==> config.mk <==
export PLATFORM = sky130hd
export DESIGN_NAME = fp_add_seq
export DESIGN_NICKNAME = d
export VERILOG_FILES = /design/src/rtl/fp_add_seq.sv
export SDC_FILE = /design/constraint.sdc
export NUM_CORES = 1
export LEC_CHECK = 0
export CAP_MARGIN = 20
export CORE_MARGIN = 5
export CORE_UTILIZATION = 50
export DETAILED_ROUTE_END_ITERATION = 8
export GPL_ROUTABILITY_DRIVEN = 0
export PLACE_DENSITY = 0.76
export SYNTH_ARGS = -nofsm -noshare
export SYNTH_HDL_FRONTEND = slang
export SYNTH_SLANG_ARGS = --single-unit
==> constraint.sdc <==
create_clock -name clk -period 2.38 [get_ports clk]
set_input_delay 0.476 -clock clk [delete_from_list [all_inputs] [get_ports clk]]
set_output_delay 0.476 -clock clk [all_outputs]
set_load 0.05 [all_outputs]
==> src/rtl/fp_add_seq.sv <==
// Multi-cycle floating-point adder/subtractor for a generic {sign, exp, frac} format.
// Alignment and normalisation shift one bit per cycle behind a start/busy/valid handshake.
module fp_add_seq #(
  parameter int unsigned EXP_W = 3,
  parameter int unsigned MAN_W = 4,
  localparam int unsigned W = 1 + EXP_W + MAN_W
) (
  input  logic         clk,
  input  logic         reset,
  input  logic         start,
  input  logic         sub,
  input  logic [W-1:0] a,
  input  logic [W-1:0] b,
  output logic [W-1:0] sum,
  output logic         busy,
  output logic         valid,
  output logic         ovf,
  output logic         unf
);

  localparam int unsigned MantW = MAN_W + 2;
  localparam int unsigned DiffW = $clog2(MAN_W + 3);
  localparam logic [EXP_W:0]   ExpSat  = {1'b0, {EXP_W{1'b1}}};
  localparam logic [EXP_W-1:0] ExpMax  = {{(EXP_W - 1){1'b1}}, 1'b0};
  localparam logic [EXP_W:0]   ExpOne  = {{EXP_W{1'b0}}, 1'b1};
  localparam logic [DiffW-1:0] DiffMax = DiffW'(MantW);
  localparam logic [DiffW-1:0] DiffOne = DiffW'(1);

  typedef enum logic [2:0] {StIdle, StAlign, StAdd, StNorm, StDone} state_e;

  state_e           state_q, state_d;
  logic             l_sign_q, l_sign_d;
  logic             same_sign_q, same_sign_d;
  logic [MantW-1:0] mant_q, mant_d;
  logic [MantW-1:0] s_mant_q, s_mant_d;
  logic [EXP_W:0]   exp_q, exp_d;
  logic [DiffW-1:0] diff_q, diff_d;
  logic [W-1:0]     sum_q, sum_d;
  logic             ovf_q, ovf_d;
  logic             unf_q, unf_d;

  // Operand decode; a zero exponent forces the whole mantissa to zero.
  logic             a_sign, b_sign, a_ge_b;
  logic [EXP_W-1:0] a_exp, b_exp, l_exp, s_exp, exp_gap;
  logic [MAN_W-1:0] a_frac, b_frac;
  logic [MantW-1:0] a_mant, b_mant;

  assign a_sign  = a[W-1];
  assign b_sign  = b[W-1] ^ sub;
  assign a_exp   = a[W-2:MAN_W];
  assign b_exp   = b[W-2:MAN_W];
  assign a_frac  = a[MAN_W-1:0];
  assign b_frac  = b[MAN_W-1:0];
  assign a_mant  = (a_exp != '0) ? {2'b01, a_frac} : '0;
  assign b_mant  = (b_exp != '0) ? {2'b01, b_frac} : '0;
  assign a_ge_b  = {a_exp, a_mant[MAN_W-1:0]} >= {b_exp, b_mant[MAN_W-1:0]};
  assign l_exp   = a_ge_b ? a_exp : b_exp;
  assign s_exp   = a_ge_b ? b_exp : a_exp;
  assign exp_gap = l_exp - s_exp;

  logic             norm_fin, res_zero;
  logic [EXP_W:0]   res_exp;
  logic [MAN_W-1:0] res_frac;

  always_comb begin
    state_d     = state_q;
    l_sign_d    = l_sign_q;
    same_sign_d = same_sign_q;
    mant_d      = mant_q;
    s_mant_d    = s_mant_q;
    exp_d       = exp_q;
    diff_d      = diff_q;
    sum_d       = sum_q;
    ovf_d       = ovf_q;
    unf_d       = unf_q;
    norm_fin    = 1'b0;
    res_zero    = 1'b0;
    res_exp     = exp_q;
    res_frac    = mant_q[MAN_W-1:0];

    unique case (state_q)
      StIdle, StDone: begin
        if (start) begin
          l_sign_d    = a_ge_b ? a_sign : b_sign;
          same_sign_d = (a_sign == b_sign);
          mant_d      = a_ge_b ? a_mant : b_mant;
          s_mant_d    = a_ge_b ? b_mant : a_mant;
          exp_d       = {1'b0, l_exp};
          diff_d      = (32'(exp_gap) > MantW) ? DiffMax : DiffW'(exp_gap);
          ovf_d       = 1'b0;
          unf_d       = 1'b0;
          state_d     = StAlign;
        end
      end
      StAlign: begin
        if (diff_q == '0) begin
          state_d = StAdd;
        end else begin
          s_mant_d = s_mant_q >> 1;
          diff_d   = diff_q - DiffOne;
        end
      end
      StAdd: begin
        // L has the larger magnitude, so the difference never goes negative.
        mant_d  = same_sign_q ? (mant_q + s_mant_q) : (mant_q - s_mant_q);
        state_d = StNorm;
      end
      StNorm: begin
        if (mant_q[MantW-1]) begin
          norm_fin = 1'b1;
          res_exp  = exp_q + ExpOne;
          res_frac = mant_q[MAN_W:1];
        end else if (mant_q == '0) begin
          norm_fin = 1'b1;
          res_zero = 1'b1;
        end else if (mant_q[MantW-2]) begin
          norm_fin = 1'b1;
        end else if (exp_q == ExpOne) begin
          norm_fin = 1'b1;
          res_zero = 1'b1;
          unf_d    = 1'b1;
        end else begin
          mant_d = mant_q << 1;
          exp_d  = exp_q - ExpOne;
        end

        if (norm_fin) begin
          state_d = StDone;
          if (res_zero) begin
            sum_d = '0;
          end else if (res_exp >= ExpSat) begin
            sum_d = {l_sign_q, ExpMax, {MAN_W{1'b1}}};
            ovf_d = 1'b1;
          end else begin
            sum_d = {l_sign_q, res_exp[EXP_W-1:0], res_frac};
          end
        end
      end
      default: state_d = StIdle;
    endcase
  end

  always_ff @(posedge clk or posedge reset) begin
    if (reset) begin
      state_q     <= StIdle;
      l_sign_q    <= 1'b0;
      same_sign_q <= 1'b0;
      mant_q      <= '0;
      s_mant_q    <= '0;
      exp_q       <= '0;
      diff_q      <= '0;
      sum_q       <= '0;
      ovf_q       <= 1'b0;
      unf_q       <= 1'b0;
    end else begin
      state_q     <= state_d;
      l_sign_q    <= l_sign_d;
      same_sign_q <= same_sign_d;
      mant_q      <= mant_d;
      s_mant_q    <= s_mant_d;
      exp_q       <= exp_d;
      diff_q      <= diff_d;
      sum_q       <= sum_d;
      ovf_q       <= ovf_d;
      unf_q       <= unf_d;
    end
  end

  assign busy  = (state_q == StAlign) || (state_q == StAdd) || (state_q == StNorm);
  assign valid = (state_q == StDone);
  assign sum   = sum_q;
  assign ovf   = ovf_q;
  assign unf   = unf_q;

endmodule

==> flow_metrics.tcl, run 1 <==
set metrics [dict create \
    outcome "finished, violations left" \
    violations "setup timing" \
    cts.clk_slew.worst_paths_ns 0.07 \
    via_count 2419 \
    io_buffer_count 31 \
    cts_htree_levels 2 \
    synth.ff_latch_count 33 \
    p_leak_uw 0.00158 \
    synth_edf_count 0 \
    p_per_area_mw_per_mm2 1230 \
    fill_cells 358 \
    clkSinkCount 33 \
    crit_path_start_kind "input pin" \
    critical_path_peak_fanout 5 \
    hold_depth 2 \
    regToRegSetupSlack_ns 0.04 \
    max-slew-margin-rel_pct 66.5 \
    cp.arrival_ns 2.70 \
    finalSetupViolCount 2 \
    final_area_sq_mm 0.00353 \
    crit_chain "buf_6 > or3_4 > and2_4 > ha_4 > nand2_4 > o21ai_4 > a21oi_4 > and3_4 > a21oi_4 > ha_4 > nor2_1 > mux2i_1 > xor2_1 > a31oi_1" \
    dr.pass1.iters 4 \
    hpwl_microns 4550 \
    yosys_warnings 0 \
    final.setup_skew_ns 0.00704 \
    dp_slack_ns -0.863 \
    reg2reg_depth 10 \
    async_flop_share_pct 100 \
    wl_per_cell_microns 15.7 \
    die_area_sq_mm 0.00652 \
    hold_viol_final 0 \
    rows 25 \
    antenna_left 0 \
    synth_cell_types 50 \
    fin_crit_ns 2.53 \
    hold_path.class "flip-flop to flip-flop" \
    syn-num-nets 337 \
    first_global_vias 2351 \
    synth_area_per_cell_sq_um 8.42 \
    die_x_microns 80.7 \
    setup_ws_ns -0.150 \
    core_area_sq_mm 0.00479 \
    cts_tree "done" \
    start_util_pct 52.3 \
    rsz0062_at_grt "yes" \
    critPathKind "input pin to flip-flop" \
    synth_flop_cell "dfrtp_1" \
    peakVddDrop_uv 434 \
    post_dp_cell_area_sq_mm 0.00312 \
    fmax_ghz 0.395 \
    antenna_found_initial 0 \
    slew_violations 0 \
    required_ns 2.55 \
    grt_pass1_wl_microns 10700 \
    fin_crit_sh_pct 106 \
    cts_buffers 5 \
    root_buffer "clkbuf_8" \
    drive_gt1_share_pct 28.3 \
    overflow 0 \
    synthCells 297 \
    clk_path_buf_depth 2 \
    die_h_microns 80.7 \
    insertedDiodeCount 0 \
    drtIter0Drc 174 \
    drc 0 \
    yosysSeqAreaShare_pct 33.0 \
    grt_max_degree 34 \
    io_pins 32 \
    viasPerCell 5.57 \
    cp-end-kind "flip-flop" \
    crit_slowest_cell "or3_4" \
    drt_wl_total_microns 6790 \
    mappedNetlistArea_sq_mm 0.00250 \
    tightest_slew_ns 0.502 \
    final_nets 406 \
    area_delta_synth_final_pct 41.0 \
    crit_path_max_incr_delay_ns 0.40 \
    drv_cap 0 \
    grtUsageTotal_pct 21.4 \
    clk_latency_ns 0.29 \
]
[final cells by class]
class	count	area (sq um)	share of cell area, %
multi-input cells	235	1830	51.8
inverters	20	75.1	2.13
well taps	67	83.8	2.38
repair buffers	71	633	18.0
flip-flops and latches	33	826	23.4
clock buffers	8	80.1	2.27
[synthesized netlist by cell type, types with 2 or more instances]
| cell type | number | area, sq um |
|---|---|---|
| mux2i_1 | 10 | 100 |
| a21o_1 | 3 | 22.5 |
| a21oi_1 | 21 | 105 |
| clkbuf_1 | 3 | 11.3 |
| nand2b_1 | 4 | 25.0 |
| ha_1 | 19 | 238 |
| nor2b_1 | 9 | 56.3 |
| o211ai_1 | 3 | 22.5 |
| nor4_2 | 2 | 25.0 |
| inv_1 | 19 | 71.3 |
| a22o_1 | 7 | 61.3 |
| dfrtp_1 | 33 | 826 |
| xnor2_1 | 4 | 35.0 |
| nor3b_1 | 2 | 15.0 |
| buf_2 | 5 | 25.0 |
| o21ai_0 | 11 | 55.1 |
| and2_1 | 3 | 18.8 |
| nor3_1 | 9 | 45.0 |
| o221ai_1 | 4 | 35.0 |
| o21a_1 | 2 | 15.0 |
| nor4_1 | 2 | 12.5 |
| nor2_1 | 28 | 105 |
| nand3_1 | 2 | 10.0 |
| o21ai_1 | 9 | 45.0 |
| a22oi_1 | 2 | 15.0 |
| nand2_1 | 38 | 143 |
| a211oi_1 | 6 | 45.0 |
| xor2_1 | 9 | 78.8 |
| or3_1 | 2 | 12.5 |
| a31oi_1 | 5 | 31.3 |
| and3_1 | 2 | 12.5 |
[worst max-delay path, delay by kind of cell]
family / cells / cell delay, ns
AND/OR/NAND/NOR: 5 / 0.84
adder cells (fa/ha/maj): 2 / 0.48
buffers and inverters: 1 / 0.09
multiplexers: 1 / 0.19
XOR/XNOR: 1 / 0.16
AO/OA/AOI/OAI: 4 / 0.47
[flip-flops by register name, summed over array words and instances (netlist names)]
register,count
ovf,1
diff_q,3
exp_q,4
same_sign_q,1
unf,1
state_q,3
s_mant_q,5
sum,8
l_sign_q,1
mant_q,6
[per-stage QoR]
stage	util [%]	setup TNS, ns	hold WS [ns]	instances	total power (uW)
6_report	73.7	-0.199	0.481	434	4340
5_1_grt	73.7	-0.484	0.502	434	4690
3_5_place_dp	65.2	-9.32	0.473	418	3560
2_1_floorplan	-	-1.18	0.451	297	2850
4_1_cts	70.2	-0.0920	0.488	429	4100
3_3_place_gp	65.2	-7.66	0.466	418	3480
[cells by family after synthesis]
group,after synthesis,synth area share [%]
buffers and inverters,29,4.75
AO/OA/AOI/OAI,84,22.2
AND/OR/NAND/NOR,107,20.8
multiplexers,11,4.45
adder cells (fa/ha/maj),20,10.3
XOR/XNOR,13,4.55
flip-flops,33,33.0
[metal layers]
layer | up-vias | global-route usage (%) | part of all wire, %
li1 | 1198 | - | -
met1 | 1127 | 23.4 | 39
met2 | 77 | 40.6 | 53
met3 | 17 | 4.04 | 5.5
met4 | 0 | 7.77 | 2.9
met5 | - | 0 | 0
[layout by cell type, fill, tap and decap left out, types with 5 or more instances in the layout]
| master | netlist | final |
|---|---|---|
| clkdlybuf4s50_1 | 0 | 23 |
| ha_1 | 19 | 12 |
| dfrtp_1 | 33 | 33 |
| buf_4 | 1 | 39 |
| a21oi_1 | 21 | 18 |
| inv_1 | 19 | 14 |
| o21ai_0 | 11 | 10 |
| nand2_1 | 38 | 33 |
| o21ai_1 | 9 | 7 |
| mux2i_1 | 10 | 9 |
| ha_4 | 0 | 6 |
| nor2b_1 | 9 | 8 |
| nor3_1 | 9 | 6 |
| xor2_1 | 9 | 9 |
| inv_2 | 1 | 6 |
| clkbuf_8 | 0 | 5 |
| nor2_1 | 28 | 24 |
| a22o_1 | 7 | 7 |
[final timing paths]
kind	from	endpoint
worst max-delay path	a[6]	diff_q[0]
worst min-delay path	ovf	ovf
worst max register to register	s_mant_q[1]	mant_q[5]
worst min register to register	ovf	ovf
max in group asynchronous	reset	sum[1]
min in group asynchronous	reset	exp_q[3]
[repair_timing]
action / in CTS / in global routing
pin swaps: 17 / 7
gates cloned: 0 / 1
buffers inserted: 3 / 5
endpoints found under the setup margin: 18 / 15
resized for setup: 48 / 24
hold buffers: 0 / 0
[power breakdown]
part           switching [uW]  internal [uW]  leakage [uW]
Clock                     206            208     0.0000395
Combinational            1600           1250       0.00112
Sequential                283            795      0.000414
Total                    2090           2260       0.00158
Power figures use the tool's default switching activity.
==> inputs of run 2 (changes only) <==
--- a/config.mk
+++ b/config.mk
@@ -7,10 +7,9 @@
 export LEC_CHECK = 0
 export CAP_MARGIN = 20
 export CORE_MARGIN = 5
-export CORE_UTILIZATION = 50
+export CORE_UTILIZATION = 35
 export DETAILED_ROUTE_END_ITERATION = 8
 export GPL_ROUTABILITY_DRIVEN = 0
-export PLACE_DENSITY = 0.76
 export SYNTH_ARGS = -nofsm -noshare
 export SYNTH_HDL_FRONTEND = slang
 export SYNTH_SLANG_ARGS = --single-unit
==> run 2 against run 1 <==
The run still ends with setup timing left. Sequential cell count did not move. Worst setup slack improved by 0.063 ns. Critical path depth did not move. Largest cell class unchanged. Non-clock buffer count rose by 4. Critical path type unchanged. Sequential share of layout area fell by 0.066 points. Highest routed layer unchanged. Cell count rose by 7.6%. Design area rose by 0.28%. Critical endpoint unchanged. Combinational power fell by 4%. Global-route usage fell by 6.5 points. Wire length fell by 7.8%.
==> flow_metrics.tcl, run 2 (synthesis gave the netlist of run 1 again) <==
set metrics [dict create \
    tightest_slew_ns 0.524 \
    drv_cap 0 \
    cts_tree "done" \
    crit_start "a[6]" \
    antenna_left 0 \
    die_h_microns 94.5 \
    slew_violations 0 \
    utilization_pct 51.5 \
    hold_slack_ns 0.486 \
    grt_pass1_wl_microns 10500 \
    final_common_cell "buf_4" \
    drtIter0Drc 73 \
    fmax_ghz 0.405 \
    cts_htree_levels 2 \
    die_area_sq_mm 0.00894 \
    final_cell_mix "buf_4 (44), nand2_1 (35), dfrtp_1 (33)" \
    max-slew-margin-rel_pct 64.9 \
    worstHoldStart "ovf" \
    cts_hold_buf 0 \
    largest_register_ffs 8 \
    grtUsageTotal_pct 14.9 \
    area_delta_synth_final_pct 41.4 \
    fin_crit_ns 2.47 \
    peakVddDrop_uv 381 \
    finalSetupViolCount 2 \
    rows 30 \
    cts.clk_slew.worst_paths_ns 0.07 \
    rsz0062_at_grt "yes" \
    hold_viol_final 0 \
    setup_ws_ns -0.0873 \
    core_area_sq_mm 0.00687 \
    fill_cells 645 \
    timing.rr.end "mant_q[5]" \
    required_ns 2.54 \
    io_buffer_count 31 \
    regToRegSetupSlack_ns 0.03 \
    root_buffer "clkbuf_8" \
    cp-endpoint "diff_q[0]" \
    drive_gt1_share_pct 26.7 \
    cts_buffers 5 \
    antenna_found_initial 0 \
    dr.pass1.iters 5 \
    critPathKind "input pin to flip-flop" \
    critical_path_peak_fanout 5 \
    p_leak_uw 0.00159 \
    drc 0 \
    clk_path_buf_depth 2 \
    hold_path.class "flip-flop to flip-flop" \
    die_x_microns 94.5 \
    outcome "finished, violations left" \
    viasPerCell 5.06 \
    violations "setup timing" \
    first_global_vias 2298 \
    r2r_start "s_mant_q[1]" \
    drt_wl_total_microns 6270 \
    clkSinkCount 33 \
    reg2reg_depth 10 \
    via_count 2362 \
    cp-end-kind "flip-flop" \
    grt_max_degree 34 \
    clk_latency_ns 0.29 \
    io_pins 32 \
    crit_path_start_kind "input pin" \
    hpwl_microns 4750 \
    final.setup_skew_ns 0.00307 \
    final_nets 410 \
    fin_crit_sh_pct 104 \
    cp.arrival_ns 2.63 \
    overflow 0 \
    start_util_pct 36.4 \
    wl_per_cell_microns 13.4 \
    p_per_area_mw_per_mm2 1240 \
    insertedDiodeCount 0 \
]
run 2: metal layers:
metal	global-route usage [%]	vias up	part of all wire, %
met4	3.97	0	1.6
met1	18.7	1083	45
met3	3.35	11	5.1
li1	-	1210	-
met5	0	-	0
met2	25.6	58	48
run 2: where the power goes:
part	internal (uW)	leakage, uW	total [uW]	switching (uW)
registers	795	0.000414	1080	282
logic	1220	0.00112	2740	1520
clock network	341	0.0000585	550	208
total	2360	0.00159	4370	2010
run 2: worst min-delay path by stage:
stage	slack, ns	endpoint	depth (start not counted)
2_1_floorplan	0.45	l_sign_q	1
3_5_place_dp	0.47	ovf	2
3_3_place_gp	0.47	ovf	2
6_report	0.49	ovf	2
4_1_cts	0.49	ovf	2
5_1_grt	0.51	l_sign_q	1
run 2: area by class of cell:
cell class	instances	area, sq um	area share, %
inverters	20	75.1	2.12
multi-input cells	235	1760	49.7
clock inverters	1	30.0	0.849
flip-flops and latches	33	826	23.4
well taps	96	120	3.40
repair buffers	75	642	18.2
clock buffers	7	86.3	2.44
run 2: metrics by stage:
| stage | worst slack [ns] | setup TNS, ns | instance area [sq um] | power, uW | instances |
|---|---|---|---|---|---|
| after CTS | -0.108 | -0.110 | 3420 | 4240 | 464 |
| after detailed placement | -0.814 | -9.17 | 3220 | 3580 | 455 |
| after floorplan | -0.429 | -1.18 | 2550 | 2850 | 297 |
| after global routing | -0.219 | -0.632 | 3540 | 4720 | 467 |
| final | -0.0873 | -0.165 | 3540 | 4370 | 467 |
| after global placement | -0.763 | -9.13 | 3220 | 3530 | 455 |
run 2: worst max-delay path, stage by stage:
cell     delay [ns]
buf_6          0.09
or3_4          0.40
and2_4         0.18
ha_1           0.26
nand2_1        0.05
nor2_2         0.16
a21oi_4        0.08
and3_4         0.16
a21oi_4        0.14
ha_4           0.18
nor2_2         0.04
mux2i_1        0.16
xor2_1         0.15
a31oi_1        0.09
run 2: repair_timing:
item	4_1_cts	5_1_grt
gates resized for setup	38	20
buffers inserted	1	3
endpoints found under the setup margin	18	11
pin swaps	16	5
hold endpoints to repair	0	0
